==> config.mk <==
export PLATFORM = sky130hd
export DESIGN_NAME = port_input_conditioner
export DESIGN_NICKNAME = d
export VERILOG_FILES = /design/src/rtl/port_input_conditioner.sv
export SDC_FILE = /design/constraint.sdc
export NUM_CORES = 1
export LEC_CHECK = 0
export BUFFER_PORTS_ARGS = -buffer_cell sky130_fd_sc_hd__buf_2
export CAP_MARGIN = 30
export CORE_ASPECT_RATIO = 1.4
export CORE_MARGIN = 1
export CORE_UTILIZATION = 40
export CTS_CLUSTER_SIZE = 20
export DETAILED_ROUTE_END_ITERATION = 12
export PLACE_DENSITY = 0.64
export SKIP_CTS_REPAIR_TIMING = 1
export SLEW_MARGIN = 20
export SYNTH_ARGS = -nofsm -noshare
export SYNTH_HDL_FRONTEND = slang
export SYNTH_SLANG_ARGS = --single-unit
==> constraint.sdc <==
create_clock -name clock -period 4.25 [get_ports clock]
set_input_delay 0.85 -clock clock [delete_from_list [all_inputs] [get_ports clock]]
set_output_delay 0.85 -clock clock [all_outputs]
set_load 0.01 [all_outputs]
==> src/rtl/port_input_conditioner.sv <==
// Synchronises and debounces the DE1-SoC switches and keys for the port interlock; stable after 2+DB_CYCLES edges.
// Outputs are combinational on debounced state only, with press pulses and mutual exclusion on contradictory pairs.
module port_input_conditioner #(
  parameter int DB_CYCLES = 200,
  parameter int CNT_W     = 8
) (
  input  logic       clock,
  input  logic       reset,
  input  logic [2:0] key_n,
  input  logic [4:0] sw,
  output logic       arrive,
  output logic       depart,
  output logic       iport,
  output logic       oport,
  output logic       select,
  output logic [2:0] key_level,
  output logic [2:0] key_pulse,
  output logic       port_conflict,
  output logic       motion_conflict
);

  localparam int LANES = 8;
  localparam logic [CNT_W-1:0] CNT_LAST = CNT_W'(DB_CYCLES - 1);
  localparam logic [CNT_W-1:0] CNT_ONE  = CNT_W'(1);

  // Lanes 2:0 are keys (inverted to active-high), lanes 7:3 are SW[4:0].
  logic [LANES-1:0] raw;
  logic [LANES-1:0] s1;
  logic [LANES-1:0] s2;
  logic [LANES-1:0] stable;
  logic [2:0]       prev;
  logic [CNT_W-1:0] cnt [LANES];

  assign raw = {sw, ~key_n};

  always_ff @(posedge clock) begin
    if (reset) begin
      s1     <= '0;
      s2     <= '0;
      stable <= '0;
      prev   <= '0;
      for (int i = 0; i < LANES; i++) cnt[i] <= '0;
    end else begin
      s1   <= raw;
      s2   <= s1;
      prev <= stable[2:0];
      for (int i = 0; i < LANES; i++) begin
        if (s2[i] == stable[i]) begin
          cnt[i] <= '0;
        end else if (cnt[i] == CNT_LAST) begin
          stable[i] <= s2[i];
          cnt[i]    <= '0;
        end else begin
          cnt[i] <= cnt[i] + CNT_ONE;
        end
      end
    end
  end

  logic       fill_s;
  logic       drain_s;
  logic [2:0] press;

  assign fill_s  = stable[0];
  assign drain_s = stable[1];
  assign press   = stable[2:0] & ~prev;

  // A press is dropped while the opposing key is held; releasing it later never revives the pulse.
  assign key_level = {stable[2], drain_s & ~fill_s, fill_s & ~drain_s};
  assign key_pulse = {press[2], press[1] & ~fill_s, press[0] & ~drain_s};

  assign arrive          = stable[3] & ~stable[4];
  assign depart          = stable[4] & ~stable[3];
  assign motion_conflict = stable[3] & stable[4];
  assign oport           = stable[5] & ~stable[6];
  assign iport           = stable[6] & ~stable[5];
  assign port_conflict   = stable[5] & stable[6];
  assign select          = stable[7];

endmodule

* Yosys cells after proc, flatten, opt, wreduce, memory -nomap -nowiden
Memory sizes are Yosys's and may differ from the RTL's. Cells that the tools add are included.
Operators by class: bitwise operators 51, reductions and logical operators 8, mux-type cells 114, equal/unequal tests 16, $add $sub $neg 8
Operators by type and width (count):
- two-way mux 8 bit | 24
- two-way mux 1 bit | 90
- adder 8 x 1 -> 8 bit, second input constant | 8
- == test 8 bit, second input constant | 8
- bitwise OR 1 bit | 24
- AND reduction 2 bit | 8
- NOT 1 bit | 14
- bitwise AND 1 bit | 10
- == test 1 bit | 8
- NOT 3 bit | 2
- bitwise AND 3 bit | 1
Word-level totals: register bits after elaboration 27, input bits 10, output and inout bits 13, bits in writable memories 64, memories 1, word-level logic and storage cells 209
Memories:
- cnt | depth 8, width 8, read ports 8, clocked after memory_dff 0, wr ports 8, line 32 | logic [CNT_W-1:0] cnt [LANES];

* Logic depth before layout (Yosys ltp)
Gate-level depths: netlist (run 1).
word-level depth 7, mapped depth 6, depth with buffers taken out 5

* Worst setup path after synthesis (run 1)
OpenSTA, ideal clock, no wires.
kind reg2out, start register stable[1], end output port key_pulse[1], setup slack 2.538 ns, path buffers 0, cell stages (with the launch flop) 3, arrival 0.862 ns, path through dfxtp_1 -> nor2b_1 -> nor2b_1
On the way: longest elaborated chain between the ends 2
Ends and longest elaborated chain:
- start, declared | line 30 | logic [LANES-1:0] stable;
- start signal, assigned by index | line 51 | stable[i] <= s2[i];
- bitwise AND 3 bit | line 66 | assign press = stable[2:0] & ~prev;
- bitwise AND 1 bit | line 70 | assign key_pulse = {press[2], press[1] & ~fill_s, press[0] & ~drain_s};
- end, declared | line 17 | output logic [2:0] key_pulse,
Every way passes these cells.

* Worst setup path in the final report (run 1)
Same ends and word-level chain as after synthesis.

==> results.yml, run 1 <==
worst_setup_path:
  r2r-start: "cnt[0][0]"
  cpMaxStageDelayCell: "dfxtp_1"
  end_kind: "output port"
  cp.arrival_ns: 1.20
  critPathMaxStageDelay_ns: 0.39
  crit_chain: "nor2b_1 > nor2b_1 > buf_2"
  criticalPathCategory: "register to output port"
  cpMostUsedCell: "nor2b_1"
  worstRegToRegCells: 5
  r2r_end: "cnt[0][5]"
  cp.required_ns: 3.40
  rrSetupSlack_ns: 2.41
  cp_max_fo: 5
  start_kind: "register"
cells_and_area:
  drive_above_1_share: 0.0879
  post-route-util: 0.485
  num-fill-cells: 958
  final_cell_count_no_fill: 616
  seq_area_sq_um: 2460
  post-route-cell-area_sq_um: 5040
  n_antenna_cell: 0
  fin_nets: 491
  syn_to_final_growth_pct: 17.9
  multi_input_area_sq_um: 1990
die:
  core_sq_um: 10400
  ios: 23
  die_area_sq_um: 11100
  die_w_um: 89.4
  placementRows: 44
  initial_core_util: 0.411
  die_y_um: 124
global_routing:
  grt_pass1_vias: 2767
  grt_pass1_wl_um: 11600
  gr-usage-all-layers: 0.134
  grt_start_max_net_pins: 37
  overflow: 0
  grt_antenna_before_repair: 0
timing:
  finalHoldViolCount: 0
  fin_skew_ns: 0.00635
  tightest_slew_ns: 0.568
  rsz0062_at_grt: "no"
  fmax_ghz: 0.488
  drv_slew: 0
  finalSetupViolations: 0
  fin_tns_setup_ns: 0
  fin_crit_ns: 2.05
  max_slew_margin: 0.622
  period_share: 0.483
clock_tree:
  clock-sinks: 91
  numCtsBuffers: 9
  clockRootBuffer: "clkbuf_16"
  clk_pin_slew_worst_paths_ns: 0.06
  clk_latency_ns: 0.33
  cts_tree: "built"
  clk_path_buf_depth: 2
  h-tree-depth: 3
placement:
  gp_congestion: 0.777
  placed_cells: 600
  post_dp_cell_area_sq_um: 4760
  dp_hpwl_um: 4820
  portBuffers: 22
logic_synthesis:
  synth_common_cells: "nor2_1 (73), edfxtp_1 (64), xor2_1 (32)"
  ys.flop_type: "edfxtp_1"
  synth_edf_count: 64
  synth_most_common_cell: "nor2_1"
  syn_avg_cell_area_sq_um: 11.1
  ys_types: 34
  synthArstFlopShare: 0
  synthCells: 384
  yosys_warnings: 0
  yosys.area.top_type_share: 0.450
  synth_area_leaders: "edfxtp_1 (45%), dfxtp_1 (13%), xor2_1 (6.6%), nor2_1 (6.4%), nor2b_1 (4.0%)"
  syn_area_sq_um: 4280
  ys_seq_area_frac: 0.576
  synth-seq-cells: 91
  yosysTopAreaCell: "edfxtp_1"
worst_hold_path:
  min_path_type: "register to register"
  worstHoldPathCells: 1
  hp-start: "s1[5]"
  holdPathEnd: "s2[5]"
pwr:
  p_sw_uw: 378
  peakVddDrop_v: 0.000249
  pwr-share-comb: 0.040
  p_clk_frac: 0.408
  power_frac_seq: 0.552
  p_leak_nw: 2.01
  switching_share: 0.206
  power_density_nw_per_um2: 364
  p_total_mw: 1.84
  p_int_mw: 1.46
detailed_routing:
  ant_nets: 0
  via_count: 2797
  drtPass1Iterations: 4
  drc: 0
  wl_per_cell_um: 10.7
  vias_per_cell: 4.54
  routed_wl_um: 6620
  drt_first_iter_violations: 118
flow_run:
  cap_viol_max_count: 0
status:
  status: "complete, no violations"
-- worst max path at each step --
stage,startpoint,endpoint,slack (ns),cells after the start
floorplan,stable[1],key_pulse[1],2.54,2
global placement,reset,cnt[0][6],2.04,4
detailed placement,reset,cnt[0][3],1.99,4
CTS,stable[0],key_pulse[0],2.18,3
global route,stable[0],key_pulse[0],2.13,3
finish,stable[1],key_pulse[1],2.20,3
-- power by group through the flow --
| stage | clock [mW] | sequential (mW) | combinational (mW) |
|---|---|---|---|
| global route | 0.797 | 1.02 | 0.0856 |
| detailed placement | 0 | 1.03 | 0.0719 |
| CTS | 0.767 | 1.01 | 0.0727 |
| finish | 0.748 | 1.01 | 0.0733 |
| floorplan | 0 | 1.02 | 0.0600 |
| global placement | 0 | 1.03 | 0.0703 |
-- kinds of logic after synthesis --
group                    synth area share
other                            0.000877
buffers and inverters              0.0143
multiplexers                       0.0187
XOR/XNOR                            0.102
AO/OA/AOI/OAI                      0.0228
flip-flops                          0.576
AND/OR/NAND/NOR                     0.241
adder cells (fa/ha/maj)            0.0234
-- cell type report --
| type | instances | share of cell area |
|---|---|---|
| Inverter | 7 | 0.00521 |
| Timing Repair Buffer | 22 | 0.0218 |
| Tap cell | 138 | 0.0342 |
| Sequential cell | 91 | 0.488 |
| Clock inverter | 2 | 0.00174 |
| Clock buffer | 14 | 0.0543 |
| Multi-Input combinational cell | 342 | 0.394 |
-- cell usage in the layout (no fill, tap or decap), types with 9 or more instances in the layout --
cell       instances
xnor2_1           18
nor2_1            73
dfxtp_1           27
nor2b_1           27
nand2b_1          14
clkbuf_16          9
conb_1            64
nand3_1           26
edfxtp_1          64
xor2_1            32
buf_2             22
nand2_1           12
and3_1            11
-- critical path: cells and delay by family (launching register included) --
kind                   cells  cell delay [ns]
flip-flops                 1             0.39
AND/OR/NAND/NOR            2             0.35
buffers and inverters      1             0.13
-- per-layer routing --
metal	share of wire	wire length (um)	GRT usage
met5	0	0	0
met4	0.032	213	0.0803
met3	0.026	169	0.0245
met2	0.48	3140	0.220
met1	0.47	3090	0.159
-- registers in the layout (all words and copies together) (netlist names) --
name / cells
s1: 8
s2: 8
stable: 8
cnt: 64
prev: 3
-- stage by stage --
| step | setup WS [ns] | hold WS, ns |
|---|---|---|
| finish | 2.20 | 0.438 |
| global route | 2.13 | 0.460 |
| CTS | 2.18 | 0.443 |
| detailed placement | 1.99 | 0.430 |
| global placement | 2.04 | 0.418 |
| floorplan | 2.54 | 0.414 |
(Power assumes the default switching activity.)
==> run 2, diff against run 1 <==
--- a/config.mk
+++ b/config.mk
@@ -12,7 +12,7 @@
 export CORE_UTILIZATION = 40
 export CTS_CLUSTER_SIZE = 20
 export DETAILED_ROUTE_END_ITERATION = 12
-export PLACE_DENSITY = 0.64
+export PLACE_DENSITY = 0.66
 export SKIP_CTS_REPAIR_TIMING = 1
 export SLEW_MARGIN = 20
 export SYNTH_ARGS = -nofsm -noshare
==> constraint.sdc (replaced) <==
create_clock -name clock -period 1.8 [get_ports clock]
set_input_delay 0.36 -clock clock [delete_from_list [all_inputs] [get_ports clock]]
set_output_delay 0.36 -clock clock [all_outputs]
set_load 0.01 [all_outputs]
==> run 2 against run 1 <==
  * Clock skew decreased by 0.00092 ns
  * Sequential share of layout area decreased by 0.89 points
  * Register-to-register slack got worse by 2.3 ns
  * Highest routed layer unchanged
==> results.yml, run 2 (same netlist as run 1, synthesis figures left out) <==
cells_and_area:
  seq_area_sq_um: 2460
  drive_above_1_share: 0.107
  fin_nets: 498
  final_cell_mix: "nor2_1 (73), edfxtp_1 (64), conb_1 (64)"
  num-fill-cells: 949
  n_antenna_cell: 0
  post-route-util: 0.494
  regMostFlops: "cnt"
  largest_reg_flops: 64
  multi_input_area_sq_um: 1990
  final_common_cell: "nor2_1"
  syn_to_final_growth_pct: 20.1
  final_cell_count_no_fill: 623
  post-route-cell-area_sq_um: 5140
placement:
  placed_cells: 607
  portBuffers: 22
  gp_congestion: 0.788
  post_dp_cell_area_sq_um: 4810
  dp_hpwl_um: 4860
die:
  core_sq_um: 10400
  die_w_um: 89.4
  placementRows: 44
  initial_core_util: 0.411
  die_area_sq_um: 11100
  ios: 23
  die_y_um: 124
flow_run:
  cap_viol_max_count: 0
worst_setup_path:
  r2r-start: "cnt[0][0]"
  rrSetupSlack_ns: 0.15
  start_kind: "register"
  cp.required_ns: 1.89
  criticalPathCategory: "register to register"
  r2r_end: "cnt[0][5]"
  cp.arrival_ns: 1.74
  setup.worst_path.end: "cnt[0][5]"
  end_kind: "register"
  cp_max_fo: 6
  crit_start: "cnt[0][0]"
  worstRegToRegCells: 5
worst_hold_path:
  min_path_type: "primary input to register"
  hp-start: "key_n[2]"
clock_tree:
  cts_tree: "built"
  clockRootBuffer: "clkbuf_16"
  numCtsBuffers: 9
  h-tree-depth: 3
  clock-sinks: 91
  clk_path_buf_depth: 2
  clk_pin_slew_worst_paths_ns: 0.07
  clk_latency_ns: 0.34
global_routing:
  grt_antenna_before_repair: 0
  gr-usage-all-layers: 0.136
  grt_pass1_vias: 2793
  grt_start_max_net_pins: 20
  grt_pass1_wl_um: 11700
  overflow: 0
timing:
  rsz0062_at_grt: "no"
  drv_slew: 0
  period_share: 0.917
  finalHoldViolCount: 0
  fin_skew_ns: 0.00543
  fmax_ghz: 0.606
  fin_tns_setup_ns: 0
  finalSetupViolations: 0
  fin_crit_ns: 1.65
detailed_routing:
  routed_wl_um: 6610
  vias_per_cell: 4.50
  via_count: 2803
  wl_per_cell_um: 10.6
  ant_nets: 0
  drt_first_iter_violations: 118
  drc: 0
  drtPass1Iterations: 4
pwr:
  p_total_mw: 4.54
  p_leak_nw: 2.07
  peakVddDrop_v: 0.000655
  power_density_nw_per_um2: 884
status:
  status: "complete, no violations"
==> run 2: cell types whose count changed in the layout (fill, tap and decap cells not counted), sizes merged <==
| cell | previous run | this run |
|---|---|---|
| clkbuf | 14 | 11 |
| inv | 7 | 10 |
| buf | 22 | 29 |
==> run 2: report_power, final <==
group	internal (mW)	leakage (nW)	switching (mW)	total [mW]
sequential	2.32	0.881	0.0720	2.39
combinational	0.0837	1.02	0.0990	0.183
clock	1.13	0.160	0.833	1.97
==> run 2: cell type report <==
| cell class | instances | share of cell area |
|---|---|---|
| Clock buffer | 11 | 0.0536 |
| Clock inverter | 5 | 0.00950 |
| Inverter | 7 | 0.00512 |
| Multi-Input combinational cell | 342 | 0.387 |
| Sequential cell | 91 | 0.479 |
| Tap cell | 138 | 0.0336 |
| Timing Repair Buffer | 29 | 0.0317 |
==> run 2: worst min path at each step <==
stage | to | slack (ns) | depth (start not counted)
global placement | s2[7] | 0.42 | 1
CTS | s1[2] | 0.15 | 2
detailed placement | s2[6] | 0.43 | 1
floorplan | s2[0] | 0.41 | 1
global route | s1[2] | 0.14 | 2
finish | s1[2] | 0.16 | 2
==> run 2: layer usage <==
| layer | vias to the layer above | global-route usage | wire length, um |
|---|---|---|---|
| met5 | - | 0 | 0 |
| met4 | 0 | 0.0486 | 104 |
| met3 | 8 | 0.0378 | 162 |
| met2 | 34 | 0.229 | 3310 |
| met1 | 1300 | 0.163 | 3040 |
| li1 | 1461 | - | - |
==> run 2: per-stage QoR <==
stage	hold WS, ns	worst slack (ns)
after floorplan	0.414	0.298
after global placement	0.418	0.121
after detailed placement	0.429	0.0738
after CTS	0.146	0.00579
after global routing	0.137	0.000932
final	0.159	0.150
==> run 2: critical path, cell delays in order, from the launching register on <==
cell,delay [ns]
edfxtp_1,0.37
ha_1,0.23
nand4b_1,0.14
nor4b_2,0.33
or2_1,0.26
nor2_1,0.08
==> run 3, diff against run 2 <==
--- a/config.mk
+++ b/config.mk
@@ -13,8 +13,9 @@
 export CTS_CLUSTER_SIZE = 20
 export DETAILED_ROUTE_END_ITERATION = 12
 export PLACE_DENSITY = 0.66
+export SETUP_SLACK_MARGIN = 0.2
 export SKIP_CTS_REPAIR_TIMING = 1
-export SLEW_MARGIN = 20
+export SLEW_MARGIN = 25
 export SYNTH_ARGS = -nofsm -noshare
 export SYNTH_HDL_FRONTEND = slang
 export SYNTH_SLANG_ARGS = --single-unit
==> run 3 against run 2 <==
  * Clock-buffer cell count did not move
  * Critical path type unchanged
  * Maximum frequency fell by 0.81%
  * Wire length rose by 8.0%
  * Largest cell class unchanged
==> results.yml, run 3 (same netlist as run 1, synthesis figures left out) <==
status:
  status: "complete, no violations"
clock_tree:
  clk_path_buf_depth: 2
  clk_latency_ns: 0.34
  cts_tree: "built"
  clk_pin_slew_worst_paths_ns: 0.07
  clock-sinks: 91
  clockRootBuffer: "clkbuf_16"
  h-tree-depth: 3
  numCtsBuffers: 9
cells_and_area:
  syn_to_final_growth_pct: 25.1
  final_common_cell: "nor2_1"
  num-fill-cells: 942
  drive_above_1_share: 0.160
  largest_reg_flops: 64
  final_cell_mix: "nor2_1 (72), edfxtp_1 (64), conb_1 (64)"
  fin_nets: 512
  n_antenna_cell: 0
  regMostFlops: "cnt"
global_routing:
  gr-usage-all-layers: 0.136
  grt_start_max_net_pins: 20
  overflow: 0
  grt_antenna_before_repair: 0
  grt_pass1_wl_um: 11700
  grt_pass1_vias: 2793
die:
  die_area_sq_um: 11100
  die_w_um: 89.4
  ios: 23
  initial_core_util: 0.411
  die_y_um: 124
  placementRows: 44
  core_sq_um: 10400
detailed_routing:
  wl_per_cell_um: 11.2
  vias_per_cell: 4.56
  drt_first_iter_violations: 92
  routed_wl_um: 7140
  drc: 0
  ant_nets: 0
  drtPass1Iterations: 4
  via_count: 2902
placement:
  dp_hpwl_um: 4860
  gp_congestion: 0.788
  dp_worst_setup_slack_ns: 0.0738
  portBuffers: 22
worst_setup_path:
  start_kind: "register"
  crit_chain: "ha_4 > nand4b_1 > nor4b_4 > or2_4 > nor2_1"
  cpMaxStageDelayCell: "edfxtp_1"
  cp.required_ns: 1.90
  path_buf_inv: 0
  criticalPathCategory: "register to register"
  cp_max_fo: 6
  cp.arrival_ns: 1.76
  end_kind: "register"
  critPathMaxStageDelay_ns: 0.40
  crit_family: "simple AND/OR/NAND/NOR gates"
timing:
  rsz0062_at_grt: "yes"
  period_share: 0.924
  fmax_ghz: 0.601
  fin_skew_ns: 0.00400
  drv_slew: 0
  fin_ws_ns: 0.137
  finalSetupViolations: 0
  fin_tns_setup_ns: 0
  fin_crit_ns: 1.66
  finalHoldViolCount: 0
flow_run:
  cap_viol_max_count: 0
worst_hold_path:
  min_path_type: "primary input to register"
pwr:
  power_density_nw_per_um2: 858
  peakVddDrop_v: 0.000655
  p_leak_nw: 2.16
==> run 3: area by class of cell <==
class,count,area [sq um],share of cell area
Sequential cell,91,2470,0.462
Tap cell,138,173,0.0323
Timing Repair Buffer,43,268,0.0501
Multi-Input combinational cell,342,2090,0.391
Clock inverter,5,48.8,0.00913
Clock buffer,11,275,0.0515
Inverter,7,26.3,0.00491
==> run 3: worst paths after layout <==
kind             start  slack, ns  cells after the start        end
min reg2reg      s1[2]       0.44                      1      s2[2]
min           key_n[2]       0.16                      2      s1[2]
max reg2reg  cnt[0][0]       0.14                      5  cnt[0][7]
max          cnt[0][0]       0.14                      5  cnt[0][7]
==> run 3: layer usage <==
metal	vias up	wire (um)	part of all wire	global-route usage
met5	-	0	0	0
met4	0	104	0.015	0.0486
met3	8	211	0.030	0.0378
met2	50	3690	0.52	0.229
met1	1357	3140	0.44	0.163
li1	1487	-	-	-
==> run 3: stage by stage <==
step,total power [mW],utilization,area [sq um],hold WS [ns],cells
2_1_floorplan,2.56,-,4510,0.414,447
3_3_place_gp,2.61,0.462,4810,0.418,607
3_5_place_dp,2.62,0.462,4810,0.429,607
4_1_cts,4.60,0.494,5140,0.146,623
5_1_grt,4.77,0.514,5350,0.137,637
6_report,4.59,0.514,5350,0.158,637
==> run 3: worst reg2reg max path: stages (launching register included) <==
cell      delay [ns]
edfxtp_1        0.40
ha_4            0.16
nand4b_1        0.18
nor4b_4         0.40
or2_4           0.22
nor2_1          0.05
==> run 3: report_power, final <==
part	switching (mW)	internal (mW)
registers	0.0782	2.32
clock network	0.845	1.13
logic	0.106	0.105
total	1.03	3.56
